==> src/rtl/batrider_gp9001_busctl.sv <==
// Turns 68000 bus cycles in the GP9001 and object-bank windows into one held GP9001 command.
// Start-to-DTACK is 2 cycles minimum; the CPU waits on DTACK for as long as the GCU withholds ACK (bounded by TIMEOUT).
module batrider_gp9001_busctl #(
  parameter int TIMEOUT    = 1023,
  parameter bit STATUS_INV = 1'b0
) (
  input  logic        CLK,
  input  logic        RESET_N,
  input  logic        CPU_CS,
  input  logic        OBJBANK_CS,
  input  logic [2:0]  CPU_ADDR,
  input  logic        CPU_RNW,
  input  logic        CPU_UDS_N,
  input  logic        CPU_LDS_N,
  input  logic [15:0] CPU_DIN,
  output logic [15:0] CPU_DOUT,
  output logic        CPU_DTACK_N,
  input  logic        FBLANK,
  output logic        GP9001CS,
  input  logic        GP9001ACK,
  output logic [15:0] GP9001DIN,
  input  logic [15:0] GP9001DOUT,
  output logic        GP9001_OP_SELECT_REG,
  output logic        GP9001_OP_WRITE_REG,
  output logic        GP9001_OP_WRITE_RAM,
  output logic        GP9001_OP_READ_RAM_H,
  output logic        GP9001_OP_READ_RAM_L,
  output logic        GP9001_OP_SET_RAM_PTR,
  output logic        GP9001_OP_OBJECTBANK_WR,
  output logic [2:0]  GP9001_OBJECTBANK_SLOT,
  output logic        TIMEOUT_ERR
);

  localparam logic [1:0] S_IDLE = 2'd0;
  localparam logic [1:0] S_DEC  = 2'd1;
  localparam logic [1:0] S_CMD  = 2'd2;
  localparam logic [1:0] S_DONE = 2'd3;

  localparam int CW = (TIMEOUT < 2) ? 1 : $clog2(TIMEOUT);

  logic [1:0]    state;
  logic          sel_q;
  logic [2:0]    addr_q;
  logic          rnw_q;
  logic          obj_q;
  logic [6:0]    op;
  logic [CW-1:0] cnt;
  logic [6:0]    dec_op;
  logic          dec_status;
  logic          sel;
  logic          start;

  assign sel   = CPU_CS | OBJBANK_CS;
  assign start = sel & ~sel_q & (~CPU_UDS_N | ~CPU_LDS_N);

  // op bit order: 0 SELECT_REG, 1 WRITE_REG, 2 WRITE_RAM, 3 READ_RAM_H, 4 READ_RAM_L, 5 SET_RAM_PTR, 6 OBJECTBANK_WR
  assign GP9001_OP_SELECT_REG    = op[0];
  assign GP9001_OP_WRITE_REG     = op[1];
  assign GP9001_OP_WRITE_RAM     = op[2];
  assign GP9001_OP_READ_RAM_H    = op[3];
  assign GP9001_OP_READ_RAM_L    = op[4];
  assign GP9001_OP_SET_RAM_PTR   = op[5];
  assign GP9001_OP_OBJECTBANK_WR = op[6];

  // No op bit and no status flag means the access is answered locally as a null cycle.
  always_comb begin
    dec_op     = '0;
    dec_status = 1'b0;
    if (obj_q) begin
      if (!rnw_q) dec_op[6] = 1'b1;
    end else if (rnw_q) begin
      case (addr_q)
        3'd0:       dec_op[4]  = 1'b1;
        3'd1:       dec_op[3]  = 1'b1;
        3'd6, 3'd7: dec_status = 1'b1;
        default:    ;
      endcase
    end else begin
      case (addr_q)
        3'd0, 3'd1: dec_op[2] = 1'b1;
        3'd2, 3'd3: dec_op[5] = 1'b1;
        3'd4, 3'd5: dec_op[0] = 1'b1;
        3'd6:       dec_op[1] = 1'b1;
        default:    ;
      endcase
    end
  end

  always_ff @(posedge CLK) begin
    if (!RESET_N) begin
      state                  <= S_IDLE;
      sel_q                  <= 1'b0;
      addr_q                 <= '0;
      rnw_q                  <= 1'b0;
      obj_q                  <= 1'b0;
      op                     <= '0;
      cnt                    <= '0;
      CPU_DOUT               <= '0;
      CPU_DTACK_N            <= 1'b1;
      GP9001CS               <= 1'b0;
      GP9001DIN              <= '0;
      GP9001_OBJECTBANK_SLOT <= '0;
      TIMEOUT_ERR            <= 1'b0;
    end else begin
      sel_q       <= sel;
      TIMEOUT_ERR <= 1'b0;
      case (state)
        S_IDLE: begin
          if (start) begin
            addr_q    <= CPU_ADDR;
            rnw_q     <= CPU_RNW;
            obj_q     <= OBJBANK_CS;
            GP9001DIN <= OBJBANK_CS ? {8'h00, CPU_DIN[7:0]} : CPU_DIN;
            cnt       <= '0;
            state     <= S_DEC;
          end
        end
        S_DEC: begin
          if (dec_op != '0) begin
            op       <= dec_op;
            GP9001CS <= 1'b1;
            if (obj_q) GP9001_OBJECTBANK_SLOT <= addr_q;
            state    <= S_CMD;
          end else begin
            if (rnw_q) CPU_DOUT <= dec_status ? {15'b0, FBLANK ^ STATUS_INV} : 16'hFFFF;
            CPU_DTACK_N <= 1'b0;
            state       <= S_DONE;
          end
        end
        S_CMD: begin
          if (GP9001ACK) begin
            if (rnw_q) CPU_DOUT <= GP9001DOUT;
            op          <= '0;
            GP9001CS    <= 1'b0;
            CPU_DTACK_N <= 1'b0;
            state       <= S_DONE;
          end else if (cnt == CW'(TIMEOUT - 1)) begin
            if (rnw_q) CPU_DOUT <= 16'hFFFF;
            op          <= '0;
            GP9001CS    <= 1'b0;
            CPU_DTACK_N <= 1'b0;
            TIMEOUT_ERR <= 1'b1;
            state       <= S_DONE;
          end else begin
            cnt <= cnt + 1'b1;
          end
        end
        default: begin
          // Hold DTACK until the CPU ends its cycle so no second command is launched.
          if (!sel) begin
            CPU_DTACK_N <= 1'b1;
            state       <= S_IDLE;
          end
        end
      endcase
    end
  end

endmodule

==> config.mk <==
export PLATFORM = sky130hd
export DESIGN_NAME = batrider_gp9001_busctl
export DESIGN_NICKNAME = d
export VERILOG_FILES = /design/src/rtl/batrider_gp9001_busctl.sv
export SDC_FILE = /design/constraint.sdc
export NUM_CORES = 1
export LEC_CHECK = 0
export CAP_MARGIN = 20
export CORE_UTILIZATION = 53
export DETAILED_ROUTE_END_ITERATION = 10
export DONT_BUFFER_PORTS = 1
export GPL_TIMING_DRIVEN = 0
export PLACE_DENSITY = 0.65
export SKIP_LAST_GASP = 1
export SYNTH_ARGS = -nofsm -noshare
export SYNTH_HDL_FRONTEND = slang
export SYNTH_SLANG_ARGS = --single-unit
==> constraint.sdc <==
create_clock -name CLK -period 3 [get_ports CLK]
set_input_delay 0.9 -clock CLK [delete_from_list [all_inputs] [get_ports CLK]]
set_output_delay 0.9 -clock CLK [all_outputs]
set_load 0.01 [all_outputs]
==> results by group, run 1 <==
Die
  • Core Box Area: ~5200 µm²
  • Site Rows: 26
  • Die H: 76.7 µm
  • Die width: 76.7 µm
  • Die area: around 5900 µm²
  • Top Ports: between 80 and 90
  • Initial core utilization: 0.565

Clocking
  • Clock root buffer: clkbuf_8
  • CTS buffer count: 9
  • Post-CTS Setup Inserts: 0
  • Clock Sinks: 63
  • Worst-path clk slew: 0.07 ns
  • Clk Latency, worst-skew pair: between 0.3 and 0.4 ns
  • # hold bufs at CTS: 0
  • Clock Tree Buf Depth: 2
  • H-tree Lvls: 3
  • Cts repair resizes: 0
  • CTS tree: built

Status
  • Status: finished, final reports clean

Worst hold path
  • Worst Hold Class: flip-flop to flip-flop

Critical path
  • CP startpoint kind: flip-flop
  • CP endpoint kind: flip-flop
  • Critical Path RT: ~3.3 ns
  • Kind of critical path: flip-flop to flip-flop
  • CP arrival: roughly 2.5 ns
  • Critical-path maximum fanout: 10

Detailed routing
  • Vias: 2600
  • Drt via density: slightly below 6
  • DRC viols: 0
  • Antenna-violating nets left: 0
  • WL/cell: 16.9 µm
  • Final wirelength: between 7000 and 8000 µm
  • DRT Pass-1 Iters: 4
  • 1st-iter DRT viols: 159

Cells and area
  • Synthesis-to-layout area growth: 10.6%
  • Layout fillers: about 500
  • Share of cells above drive strength 1: 0.0707
  • Ant. Diodes: 0
  • Nets: roughly 410
  • Non-filler cells, final: about 440
  • Finished Cell Area: 3270 µm²

Power
  • P_leak: roughly 1.2 nW
  • Power per cell area: a little under 800 nW/µm²
  • Worst-case vdd ir drop: slightly below 400 µV

Synth
  • Synth warn: 0
  • Top-area cell type share of the netlist area: 0.426
  • Seq/Total Area, Yosys: 0.426
  • Leading post-synthesis cells by cell area: dfxtp_1, a21oi_1, nand2_1, mux2i_1, a2bb2oi_1
  • Async S/R FF share, synth: 0
  • Post-Syn Area: just under 3000 µm²
  • Library cells used by synthesis: 44
  • Cells after Synth: 353
  • Post-Syn Nets: ~400
  • Commonest cells in the netlist: dfxtp_1, nand2_1, a21oi_1
  • EDFF count, synth: 0
  • Top-count cell post-synth: dfxtp_1
  • Mapped Avg Cell Area: roughly 8.4 µm²
  • Prevailing post-synth register cell: dfxtp_1
  • Synth area leader: dfxtp_1
  • Post-synthesis sequential element count: 63

Timing
  • Max frequency: 441 MHz
  • Minimum clock period after layout: roughly 2.3 ns
  • Slew headroom: 0.402
  • Slew Limit Fails: 0
  • Setup_tns: 0 ns
  • RSZ-0062 raised after global routing: false
  • Final hold vios: 0
  • Worst Tran Pin Value: between 0.8 and 0.9 ns
  • Final worst path period share: 0.756
  • Final setup vio count: 0
  • Clk_skew: roughly 0.0078 ns

Global route
  • Tot GR Track Use: 0.262
  • Grt met3 use: 0.0619
  • Global route hottest layer: met2
  • GRT met1 Usage: 0.348
  • Met2 Use GR: 0.412
  • First-pass GRT wire length: roughly 12000 µm
  • Initial antenna violation count: 0
  • Gr ovfl total: 0
  • Pin count of the biggest net entering global routing: 11
  • Vias in the first global route: roughly 2500

Placement
  • IO buf count: 0
  • Placed cell count: around 420
  • Gp weighted congestion: between 0.8 and 0.9
  • Area after DPL: around 3000 µm²
  • Dpl hpwl: 5260 µm

Job
  • Max_cap viols: 0
-- cells in the final DEF (no fill, tap or decap), drive strengths merged, types with 2 or more instances in the layout --
cell,Yosys,routed
nand2,54,54
nor2b,4,4
a2bb2oi,16,16
nor3,2,2
buf,7,7
nand4b,2,2
o31a,2,2
a211o,2,2
o21ai,23,23
inv,6,6
or4,5,5
nand3b,8,8
nand4,6,6
o41ai,2,2
nor4,4,4
or3,2,2
ha,6,6
bufinv,0,3
nor3b,2,2
a21oi,46,46
dfxtp,63,63
nor2,12,12
nand2b,4,4
o31ai,6,6
nand3,24,24
clkbuf,18,29
mux2i,15,15
-- final timing paths --
kind	cells past startpoint	slack (ns)	startpoint	to
max	8	0.73	state[0]$_SDFFE_PN0P_	cnt[7]$_SDFFE_PN0P_
min	2	0.49	cnt[9]$_SDFFE_PN0P_	cnt[9]$_SDFFE_PN0P_
max reg2reg	8	0.73	state[0]$_SDFFE_PN0P_	cnt[7]$_SDFFE_PN0P_
min reg2reg	2	0.49	cnt[9]$_SDFFE_PN0P_	cnt[9]$_SDFFE_PN0P_
-- final cells by class --
cell class / instances / area (µm²) / area share
plain buffers: 25 / 108 / 0.0329
multi-input cells: 259 / 1570 / 0.479
clock inverters: 4 / 95.1 / 0.0291
inverters: 6 / 22.5 / 0.00688
well taps: 70 / 87.6 / 0.0268
flip-flops and latches: 63 / 1260 / 0.385
clock buffers: 11 / 131 / 0.0402
-- layer usage --
metal | up-vias | share of wire
li1 | 1305 | -
met1 | 1217 | 0.47
met2 | 67 | 0.46
met3 | 11 | 0.055
met4 | 0 | 0.014
met5 | - | 0
-- per-stage QoR --
stage,hold slack [ns],util,total power [mW],setup slack [ns]
2_1_floorplan,0.452,-,1.52,0.866
3_3_place_gp,0.475,0.581,1.66,0.636
3_5_place_dp,0.477,0.581,1.67,0.584
4_1_cts,0.487,0.625,2.53,0.748
5_1_grt,0.512,0.625,2.66,0.521
6_report,0.491,0.625,2.52,0.733
-- cell families (layout without fill, tap and decap cells) --
group | count (synthesis) | count (layout) | share of synthesized area
AOI/OAI and AO/OA | 104 | 104 | 0.220
adders and majority gates | 6 | 6 | 0.0254
buffers and inverters | 31 | 46 | 0.0440
DFF | 63 | 63 | 0.426
muxes | 15 | 15 | 0.0508
and+or+nand+nor | 134 | 134 | 0.233
-- power breakdown --
part,switching (mW),internal (mW),leakage [nW],total (mW)
Sequential,0.108,0.926,0.511,1.03
Combinational,0.390,0.237,0.534,0.627
Clock,0.316,0.547,0.113,0.863
Total,0.814,1.71,1.16,2.52
-- flip-flops by register name, indices dropped and copies added, names as in the netlist --
name and count:
CPU_DTACK_N 1, op 7, obj_q 1, sel_q 1, cnt 10, addr_q 3
GP9001DIN 16, CPU_DOUT 16, TIMEOUT_ERR 1, GP9001_OBJECTBANK_SLOT 3, GP9001CS 1, state 2
rnw_q 1
-- critical path: stages, from the launching register on --
cell and delay (ns):
dfxtp_1 0.41, inv_1 0.10, ha_1 0.22, buf_2 0.19
nand2_1 0.29, o41ai_2 0.20, buf_4 0.21, nor4_1 0.35
mux2i_1 0.22
No activity file was read; power rests on OpenSTA's default activity.
==> inputs of run 2 (changes only) <==
==> constraint.sdc (replaced) <==
create_clock -name CLK -period 2.3 [get_ports CLK]
set_input_delay 0.69 -clock CLK [delete_from_list [all_inputs] [get_ports CLK]]
set_output_delay 0.69 -clock CLK [all_outputs]
set_load 0.01 [all_outputs]
==> run 2 against run 1 <==
- utilization rose by 0.14 points
- critical path depth is 1 lower
- via count grew 0.27%
- highest routed layer unchanged
- sequential power grew 31%
- sequential share of layout area down 0.088 points
- global-route usage unchanged
- clock power up 30%
- total power increased by 31%
==> results by group, run 2 (synthesis gave the netlist of run 1 again) <==
Critical path
  • CP endpoint: cnt[7]$_SDFFE_PN0P_
  • R2r endpoint: cnt[7]$_SDFFE_PN0P_
  • R2r setup slk: about 0.17 ns
  • Number of cells on the critical path: 7
  • Worst r2r src: state[1]$_SDFFE_PN0P_
  • Kind of critical path: flip-flop to flip-flop
  • CP endpoint kind: flip-flop
  • CP max stage delay: between 0.4 and 0.5 ns
  • CP delay by family, top: simple AND/OR/NAND/NOR gates
  • CP startpoint kind: flip-flop
  • Critical-path maximum fanout: 10
  • Slowest-stage cell, CP: o32a_1
  • CP Buf/Inv Count: 2
  • Worst path cell trace: inv_1, ha_1, nand2b_1, o32a_1, buf_2, nor4_1, mux2i_1
  • Reg2Reg Depth: 7
  • Worst Setup SP: state[1]$_SDFFE_PN0P_
  • Critical Path RT: between 2 and 3 ns
  • CP arrival: 2.39 ns

Cells and area
  • Layout fillers: roughly 500
  • Commonest non-fill, non-tap cell in the layout: dfxtp_1
  • Synthesis-to-layout area growth: 10.9%
  • Sequential cell area: approximately 1300 µm²
  • Non-filler cells, final: 437
  • Nets: between 400 and 500
  • Commonest cells after routing, fill and taps aside: dfxtp_1, nand2_1, a21oi_1, nand3_1, o21ai_0
  • Ant. Diodes: 0
  • Top flop regs: CPU_DOUT x16, GP9001DIN x16, cnt x10
  • Multi-input combinational cell area: roughly 1600 µm²
  • Share of cells above drive strength 1: 0.0872

Detailed routing
  • Antenna-violating nets left: 0
  • Vias: 2607
  • Final wirelength: ~7400 µm
  • WL/cell: between 15 and 20 µm
  • 1st-iter DRT viols: 160
  • Drt via density: approximately 6.0
  • DRC viols: 0
  • DRT Pass-1 Iters: 4

Clocking
  • H-tree Lvls: 3
  • Worst-path clk slew: about 0.070 ns
  • Clk Latency, worst-skew pair: 0.33 ns
  • CTS buffer count: 9
  • Clock Tree Buf Depth: 2
  • Clock Sinks: 63
  • Clock root buffer: clkbuf_8
  • # hold bufs at CTS: 0
  • CTS tree: built

Placement
  • Gp weighted congestion: 0.843
  • Dpl hpwl: approximately 5300 µm
  • IO buf count: 0
  • Placed cell count: 423

Die
  • Die area: a little under 6000 µm²
  • Top Ports: between 80 and 90
  • Site Rows: 26
  • Die H: between 70 and 80 µm
  • Die width: around 77 µm
  • Core Box Area: around 5200 µm²
  • Initial core utilization: 0.565

Timing
  • Final setup vio count: 0
  • Final hold vios: 0
  • Final worst path period share: 0.924
  • RSZ-0062 raised after global routing: true
  • Worst Tran Pin Value: just under 0.9 ns
  • Slew headroom: 0.402
  • Slew Limit Fails: 0
  • Clk_skew: between 0.008 and 0.009 ns
  • Max frequency: ~470 MHz
  • Minimum clock period after layout: 2.13 ns

Power
  • Power per cell area: 1000 nW/µm²
  • Tot Pwr: about 3.3 mW
  • Comb power frac: 0.250
  • Pint: ~2.2 mW
  • P_sw: between 1 and 1.5 mW
  • Sw Share: 0.322
  • Worst-case vdd ir drop: about 500 µV
  • Flop pwr share: 0.410
  • P_leak: 1.16 nW
  • Clock power share: 0.341

Job
  • Max_cap viols: 0

Worst hold path
  • Worst Hold Class: input pin to flip-flop

Global route
  • First-pass GRT wire length: 12300 µm
  • Initial antenna violation count: 0
  • Vias in the first global route: around 2500
  • Pin count of the biggest net entering global routing: 11
  • Tot GR Track Use: 0.262
  • Gr ovfl total: 0

Status
  • Status: finished, final reports clean
run 2: layer usage:
metal / vias to the layer above / GRT usage / routed length, µm
li1: 1306 / - / -
met1: 1215 / 0.348 / 3440
met2: 75 / 0.412 / 3370
met3: 11 / 0.0619 / 452
met4: 0 / 0.100 / 105
met5: - / 0 / 0
run 2: worst register-to-register path: stages (launching register included):
cell	delay, ns
dfxtp_1	0.37
inv_1	0.11
ha_1	0.27
nand2b_1	0.11
o32a_1	0.43
buf_2	0.22
nor4_1	0.35
mux2i_1	0.22
run 2: stage by stage:
stage	TNS (ns)	hold slack (ns)	util	setup WS, ns	instance area [µm²]
2_1_floorplan	0	0.452	-	0.376	2960
3_3_place_gp	0	0.475	0.581	0.116	3050
3_5_place_dp	0	0.477	0.581	0.0436	3050
4_1_cts	0	0.479	0.625	0.0483	3270
5_1_grt	-0.0293	0.475	0.626	-0.0293	3280
6_report	0	0.486	0.626	0.174	3280
run 2: worst min path at each step:
stage	cells past startpoint	slack [ns]	end	startpoint
2_1_floorplan	2	0.45	cnt[9]$_SDFFE_PN0P_	cnt[9]$_SDFFE_PN0P_
3_3_place_gp	2	0.47	cnt[9]$_SDFFE_PN0P_	cnt[9]$_SDFFE_PN0P_
3_5_place_dp	2	0.48	cnt[9]$_SDFFE_PN0P_	cnt[9]$_SDFFE_PN0P_
4_1_cts	2	0.48	GP9001DIN[7]$_SDFFE_PN0P_	CPU_DIN[7]
5_1_grt	2	0.47	GP9001DIN[2]$_SDFFE_PN0P_	CPU_DIN[2]
6_report	2	0.49	GP9001DIN[6]$_SDFFE_PN0P_	CPU_DIN[6]
run 2: timing repair:
action                                 CTS  global route
setup endpoints to repair                0            24
gates resized for setup                  0             8
setup buffers                            0             0
endpoints found under the hold margin    0             0
run 2: power groups by stage:
| stage | Combinational [mW] | Clock, mW | Sequential, mW |
|---|---|---|---|
| 2_1_floorplan | 0.636 | 0 | 1.34 |
| 3_3_place_gp | 0.788 | 0 | 1.37 |
| 3_5_place_dp | 0.807 | 0 | 1.38 |
| 4_1_cts | 0.815 | 1.13 | 1.35 |
| 5_1_grt | 0.923 | 1.19 | 1.37 |
| 6_report | 0.822 | 1.12 | 1.35 |
run 2: layout make-up:
cell class	instances	share of cell area
multi-input cells	259	0.480
flip-flops and latches	63	0.385
clock buffers	11	0.0401
plain buffers	24	0.0324
clock inverters	4	0.0290
well taps	70	0.0267
inverters	6	0.00687
